<file path="config.mk">
export PLATFORM = sky130hd
export DESIGN_NAME = mult_div_seq
export DESIGN_NICKNAME = d
export VERILOG_FILES = /design/src/rtl/mult_div_pkg.sv /design/src/rtl/mult_div_seq.sv
export SDC_FILE = /design/constraint.sdc
export NUM_CORES = 1
export LEC_CHECK = 0
export BUFFER_PORTS_ARGS = -buffer_cell sky130_fd_sc_hd__buf_2
export CORE_UTILIZATION = 30
export CTS_BUF_LIST = sky130_fd_sc_hd__clkbuf_8
export DETAILED_ROUTE_END_ITERATION = 8
export GPL_TIMING_DRIVEN = 0
export HOLD_SLACK_MARGIN = 0.1
export PLACE_DENSITY = 0.54
export SETUP_SLACK_MARGIN = 0.5
export SLEW_MARGIN = 0
export SYNTH_ARGS = -nofsm -noshare
export SYNTH_HDL_FRONTEND = slang
export SYNTH_SLANG_ARGS = --single-unit
</file>
<file path="constraint.sdc">
create_clock -name clk -period 3.7 [get_ports clk]
set_input_delay 0.555 -clock clk [delete_from_list [all_inputs] [get_ports clk]]
set_output_delay 0.555 -clock clk [all_outputs]
set_load 0.005 [all_outputs]
</file>
<file path="src/rtl/mult_div_pkg.sv">
// Shared definitions for the multiply/divide sequencer: state encoding, op codes, default run length.
// The LOADA/LOADB states exist only when MULT_DIV_SEQ_DIVM_EN is defined.
package mult_div_pkg;

    localparam int unsigned MD_CYCLES_DEF = 32;

    localparam logic [1:0] OP_MULT = 2'b00;
    localparam logic [1:0] OP_DIV  = 2'b01;
    localparam logic [1:0] OP_DIVM = 2'b10;

    typedef enum logic [2:0] {
        S_IDLE  = 3'd0,
        S_CLR   = 3'd1,
        S_RUN   = 3'd2,
        S_WB    = 3'd3,
        S_ERR   = 3'd4
`ifdef MULT_DIV_SEQ_DIVM_EN
        ,
        S_LOADA = 3'd5,
        S_LOADB = 3'd6
`endif
    } state_t;

endpackage

</file>
<file path="src/rtl/mult_div_seq.sv">
// Control sequencer for the shared Mult/Div unit: operand load, clear, fixed-length run, Hi/Lo writeback.
// Define MULT_DIV_SEQ_DIVM_EN to enable the divm (memory operand) path via LOADA/LOADB.
module mult_div_seq
    import mult_div_pkg::*;
#(
    parameter int unsigned MD_CYCLES = MD_CYCLES_DEF
) (
    input  logic       clk,
    input  logic       reset,
    input  logic       start,
    input  logic [1:0] op,
    input  logic       divisor_zero,
    output logic       busy,
    output logic       done,
    output logic       zero_div,
    output logic       resetlocal,
    output logic       mult_div,
    output logic       mema_a,
    output logic       memb_b,
    output logic       aux_mult_a,
    output logic       aux_mult_b,
    output logic       hi_load,
    output logic       lo_load
);

    localparam logic [5:0] CNT_LAST = 6'(MD_CYCLES - 1);

    state_t     state;
    state_t     state_nx;
    logic [5:0] cnt;
    logic [1:0] op_q;
    logic       accept;

    always_comb begin
        accept = 1'b0;
        if (state == S_IDLE && start) begin
            case (op)
                OP_MULT, OP_DIV: accept = 1'b1;
`ifdef MULT_DIV_SEQ_DIVM_EN
                OP_DIVM:         accept = 1'b1;
`endif
                default:         accept = 1'b0;
            endcase
        end
    end

    always_ff @(posedge clk) begin
        if (reset) begin
            state <= S_IDLE;
            cnt   <= '0;
            op_q  <= '0;
        end else begin
            state <= state_nx;
            if (accept)
                op_q <= op;
            if (state == S_CLR)
                cnt <= '0;
            else if (state == S_RUN)
                cnt <= cnt + 6'd1;
        end
    end

    always_comb begin
        state_nx   = state;
        busy       = 1'b0;
        done       = 1'b0;
        zero_div   = 1'b0;
        resetlocal = 1'b0;
        mult_div   = 1'b0;
        mema_a     = 1'b0;
        memb_b     = 1'b0;
        aux_mult_a = 1'b0;
        aux_mult_b = 1'b0;
        hi_load    = 1'b0;
        lo_load    = 1'b0;

        case (state)
            S_IDLE: begin
                if (accept)
                    state_nx = (op == OP_DIVM) ? state_t'(3'd5) : S_CLR;
            end
`ifdef MULT_DIV_SEQ_DIVM_EN
            S_LOADA: begin
                aux_mult_a = 1'b1;
                state_nx   = S_LOADB;
            end
            S_LOADB: begin
                aux_mult_b = 1'b1;
                state_nx   = S_CLR;
            end
`endif
            S_CLR: begin
                resetlocal = 1'b1;
                // Only a divide can fault; a zero B operand is harmless to a multiply.
                if (op_q != OP_MULT && divisor_zero)
                    state_nx = S_ERR;
                else
                    state_nx = S_RUN;
            end
            S_RUN: begin
                if (cnt == CNT_LAST)
                    state_nx = S_WB;
            end
            S_WB: begin
                hi_load  = 1'b1;
                lo_load  = 1'b1;
                done     = 1'b1;
                state_nx = S_IDLE;
            end
            S_ERR: begin
                done     = 1'b1;
                zero_div = 1'b1;
                state_nx = S_IDLE;
            end
            default: state_nx = S_IDLE;
        endcase

        if (state != S_IDLE) begin
            busy = 1'b1;
            case (op_q)
                OP_MULT: begin mult_div = 1'b0; mema_a = 1'b1; memb_b = 1'b1; end
                OP_DIV:  begin mult_div = 1'b1; mema_a = 1'b1; memb_b = 1'b1; end
                OP_DIVM: begin mult_div = 1'b1; mema_a = 1'b0; memb_b = 1'b0; end
                default: begin mult_div = 1'b0; mema_a = 1'b0; memb_b = 1'b0; end
            endcase
        end

        // Outputs are quiet for the whole reset cycle, not just after the edge.
        if (reset) begin
            busy       = 1'b0;
            done       = 1'b0;
            zero_div   = 1'b0;
            resetlocal = 1'b0;
            mult_div   = 1'b0;
            mema_a     = 1'b0;
            memb_b     = 1'b0;
            aux_mult_a = 1'b0;
            aux_mult_b = 1'b0;
            hi_load    = 1'b0;
            lo_load    = 1'b0;
        end
    end

endmodule

</file>
==> impl_results.html <==
<table>
<tr><th>Metric</th><th>Value</th></tr>
<tr><th colspan="2">Outcome</th></tr>
<tr><td>Status</td><td>complete, no violations</td></tr>
<tr><th colspan="2">GRT</th></tr>
<tr><td>GRT Overall Usage</td><td>11.7%</td></tr>
<tr><td>Largest net degree at the start of global routing</td><td>11</td></tr>
<tr><td>Antenna violations before repair</td><td>0</td></tr>
<tr><td>Overall overflow remaining after global route</td><td>0</td></tr>
<tr><td>Wire length of the first global-routing pass</td><td>2100 µm</td></tr>
<tr><td>Vias in the first global route</td><td>501</td></tr>
<tr><th colspan="2">Power and ir drop</th></tr>
<tr><td>Total power consumption of the routed design</td><td>0.285 mW</td></tr>
<tr><td>Total power density per cell area</td><td>335 nW/µm²</td></tr>
<tr><td>Leakage</td><td>0.363 nW</td></tr>
<tr><td>Largest vdd supply drop</td><td>260 µV</td></tr>
<tr><th colspan="2">Worst setup path</th></tr>
<tr><td>Max FO, Critical Path</td><td>10</td></tr>
<tr><td>Critical path launch point type</td><td>flip-flop</td></tr>
<tr><td>Crit path max-delay cell type</td><td>sky130_fd_sc_hd__dfxtp_1</td></tr>
<tr><td>Worst path most repeated cell</td><td>sky130_fd_sc_hd__buf_2</td></tr>
<tr><td>Data required time at the worst endpoint</td><td>3.14 ns</td></tr>
<tr><td>Worst EP arrival</td><td>1.42 ns</td></tr>
<tr><td>Critical path endpoint category</td><td>output port</td></tr>
<tr><td>Crit Path Category</td><td>flip-flop to output port</td></tr>
<tr><td>CP cell instances</td><td>buf_2 &gt; nor3_1 &gt; nor2_1 &gt; o21a_1 &gt; buf_4 &gt; buf_2</td></tr>
<tr><td>Critical path's largest stage delay</td><td>0.33 ns</td></tr>
<tr><th colspan="2">Final layout</th></tr>
<tr><td>Area growth from synthesis to final layout</td><td>22.1%</td></tr>
<tr><td>Ratio of cells with drive above 1 in the final layout</td><td>38.3%</td></tr>
<tr><td>Nets</td><td>104</td></tr>
<tr><td>Ant. Diodes</td><td>0</td></tr>
<tr><td>Number of fill cells</td><td>235</td></tr>
<tr><th colspan="2">Timing</th></tr>
<tr><td>Fin. Hold Viols</td><td>0</td></tr>
<tr><td>Final worst clock skew</td><td>0.00760 ns</td></tr>
<tr><td>RSZ-0062 raised after global routing</td><td>no</td></tr>
<tr><td>Final-report max-slew violation count</td><td>0</td></tr>
<tr><td>Timing-limited maximum frequency</td><td>0.507 GHz</td></tr>
<tr><td>Clock period minus final worst setup slack</td><td>1.97 ns</td></tr>
<tr><td>Setup total negative slack</td><td>0 ns</td></tr>
<tr><td>Final worst path period share</td><td>53.4%</td></tr>
<tr><td>Final setup violation count</td><td>0</td></tr>
<tr><th colspan="2">Routing</th></tr>
<tr><td>Sum of routed wire length over all layers</td><td>1330 µm</td></tr>
<tr><td>Initial DRC Count</td><td>3</td></tr>
<tr><td>Detailed-route vias per instance</td><td>4.66</td></tr>
<tr><td>Vias post-DR</td><td>569</td></tr>
<tr><td>Remaining antenna violation count</td><td>0</td></tr>
<tr><td>Residual DRC count</td><td>0</td></tr>
<tr><td>Iteration count of the initial detailed-routing pass</td><td>3</td></tr>
<tr><td>Detailed-route wire length per cell</td><td>10.9 µm</td></tr>
<tr><th colspan="2">Placement</th></tr>
<tr><td>Final weighted congestion in routability-driven placement</td><td>0.678</td></tr>
<tr><td>IO buf count</td><td>14</td></tr>
<tr><td>Half-perimeter wire length after detailed placement</td><td>991 µm</td></tr>
<tr><th colspan="2">Clock tree</th></tr>
<tr><td>Skew-Pair Late Insertion Delay</td><td>0.25 ns</td></tr>
<tr><td>Cts bufs inserted</td><td>3</td></tr>
<tr><td>Deepest level of the CTS H-tree</td><td>1</td></tr>
<tr><td>CTS sink count</td><td>11</td></tr>
<tr><td>TritonCTS clock tree</td><td>yes</td></tr>
<tr><td>Clock-pin slew reported for the worst setup and hold paths after clock tree synthesis</td><td>0.06 ns</td></tr>
<tr><td>Number of instances resized during post-cts repair</td><td>0</td></tr>
<tr><td>Post-CTS setup buffer count</td><td>0</td></tr>
<tr><td>Max Root-Sink Buffers</td><td>2</td></tr>
<tr><td>CTS hold repair buffers</td><td>0</td></tr>
<tr><td>Library cell used as clock root buffer</td><td>sky130_fd_sc_hd__clkbuf_8</td></tr>
<tr><th colspan="2">Synthesis</th></tr>
<tr><td>Register area share after synthesis</td><td>31.7%</td></tr>
<tr><td>Top FF cell, synth</td><td>sky130_fd_sc_hd__dfxtp_1</td></tr>
<tr><td>Count of mapped cells out of synthesis</td><td>75</td></tr>
<tr><td>Cell area after synthesis</td><td>696 µm²</td></tr>
<tr><td>Post-synth ARST share</td><td>0%</td></tr>
<tr><td>Average cell area after synthesis</td><td>9.28 µm²</td></tr>
<tr><td>Library cell occupying the most area in the post-synthesis netlist</td><td>sky130_fd_sc_hd__dfxtp_1</td></tr>
<tr><td>Synthesis warning total</td><td>0</td></tr>
<tr><td>Leading cell types by total area after synthesis</td><td>sky130_fd_sc_hd__dfxtp_1, sky130_fd_sc_hd__ha_1, sky130_fd_sc_hd__buf_4, sky130_fd_sc_hd__and4bb_2, sky130_fd_sc_hd__nand2b_1</td></tr>
<tr><td>Number of enable flip-flop cells after synthesis</td><td>0</td></tr>
<tr><td>Area share of the largest cell type after synthesis</td><td>31.7%</td></tr>
<tr><td>Synthesized flop and latch total</td><td>11</td></tr>
<tr><td>Cell variety after synth</td><td>39</td></tr>
<tr><th colspan="2">Floorplan</th></tr>
<tr><td>Count of standard-cell rows</td><td>17</td></tr>
<tr><td>Die height</td><td>50.2 µm</td></tr>
<tr><td>Area of the die</td><td>2520 µm²</td></tr>
<tr><td>Die Span X</td><td>50.2 µm</td></tr>
<tr><td>Core region area</td><td>2190 µm²</td></tr>
<tr><td>Effective utilization at floorplan</td><td>31.8%</td></tr>
<tr><td>Boundary Pins</td><td>17</td></tr>
<tr><th colspan="2">Worst hold path</th></tr>
<tr><td>Class of the most critical hold timing path</td><td>flip-flop to flip-flop</td></tr>
<tr><th colspan="2">Run</th></tr>
<tr><td>Number of violations of the max-capacitance limit</td><td>0</td></tr>
</table>
[synthesized netlist by cell type (all sizes together) (2+ instances only)]
| cell | count |
|---|---|
| dfxtp | 11 |
| buf | 8 |
| nor2 | 6 |
| nand2b | 4 |
| a21oi | 3 |
| ha | 3 |
| nand3b | 3 |
| nor3b | 3 |
| or2 | 3 |
| a211oi | 2 |
| and4bb | 2 |
| inv | 2 |
| mux2i | 2 |
| nor3 | 2 |
| or3b | 2 |
| xnor2 | 2 |
[final cells by class]
class | count | area (µm²) | area share, %
Tap cell | 28 | 35.0 | 4.12
Inverter | 2 | 7.51 | 0.884
Clock buffer | 3 | 41.3 | 4.86
Timing Repair Buffer | 14 | 70.1 | 8.25
Buffer | 8 | 62.6 | 7.36
Multi-Input combinational cell | 55 | 409 | 48.2
Clock inverter | 1 | 3.75 | 0.442
Sequential cell | 11 | 220 | 25.9
[cell usage in the layout, fill, tap and decap left out, types with 2 or more instances in the layout]
cell,instances
sky130_fd_sc_hd__buf_2,16
sky130_fd_sc_hd__dfxtp_1,11
sky130_fd_sc_hd__nor2_1,6
sky130_fd_sc_hd__nand2b_1,4
sky130_fd_sc_hd__buf_4,4
sky130_fd_sc_hd__inv_1,3
sky130_fd_sc_hd__nand3b_1,3
sky130_fd_sc_hd__nor3b_1,3
sky130_fd_sc_hd__ha_1,3
sky130_fd_sc_hd__clkbuf_8,3
sky130_fd_sc_hd__buf_6,2
sky130_fd_sc_hd__and4bb_2,2
sky130_fd_sc_hd__nor3_1,2
sky130_fd_sc_hd__a211oi_1,2
sky130_fd_sc_hd__mux2i_1,2
sky130_fd_sc_hd__a21oi_1,2
sky130_fd_sc_hd__xnor2_1,2
sky130_fd_sc_hd__conb_1,2
[worst paths after layout]
check | slack [ns] | endpoint | startpoint | cells past startpoint
setup / recovery | 1.73 | memb_b | state[1] | 6
hold / removal | 0.48 | op_q[1] | op_q[1] | 2
setup reg to reg | 2.27 | cnt[5] | state[2] | 4
hold reg to reg | 0.48 | op_q[1] | op_q[1] | 2
[cells by family (layout without fill, tap and decap cells)]
family / count (synthesis) / count (layout) / share of synthesized area, %
compound gates: 12 / 12 / 13.3
other cells: 1 / 2 / 0.539
mux: 2 / 2 / 2.88
xor+xnor: 2 / 2 / 2.52
simple gates: 34 / 34 / 33.6
flops: 11 / 11 / 31.7
fa+ha+maj: 3 / 3 / 5.40
buf+inv: 10 / 28 / 10.1
[critical path: cells and delay by family (launching register included)]
kind,cells,cell delay (ns)
buffers and inverters,3,0.41
AOI/OAI and AO/OA,1,0.12
DFF,1,0.33
and+or+nand+nor,2,0.30
[power breakdown]
group / internal (mW) / switching (mW)
Combinational: 0.0196 / 0.0189
Sequential: 0.121 / 0.00195
Clock: 0.0731 / 0.0497
[per-layer routing]
| layer | global-route usage (%) | part of all wire (%) | vias to the layer above |
|---|---|---|---|
| met5 | 0 | 0 | - |
| met3 | 5.76 | 5.5 | 5 |
| met2 | 18.7 | 44 | 12 |
| li1 | - | - | 301 |
| met1 | 12.1 | 48 | 251 |
| met4 | 7.14 | 2.2 | 0 |
[flip-flops by register name, summed over array words and instances (netlist names)]
register and cells:
op_q 2, cnt 6, state 3
[through the flow]
stage / worst slack, ns / cells / hold slack (ns) / instance area, µm² / utilization (%)
finish: 1.73 / 122 / 0.483 / 850 / 38.8
global route: 1.57 / 122 / 0.503 / 850 / 38.8
CTS: 1.71 / 122 / 0.492 / 850 / 38.8
detailed placement: 1.78 / 118 / 0.483 / 805 / 36.7
global placement: 1.79 / 118 / 0.474 / 805 / 36.7
floorplan: 1.99 / 76 / 0.451 / 699 / -
Power figures use the tool's default switching activity.
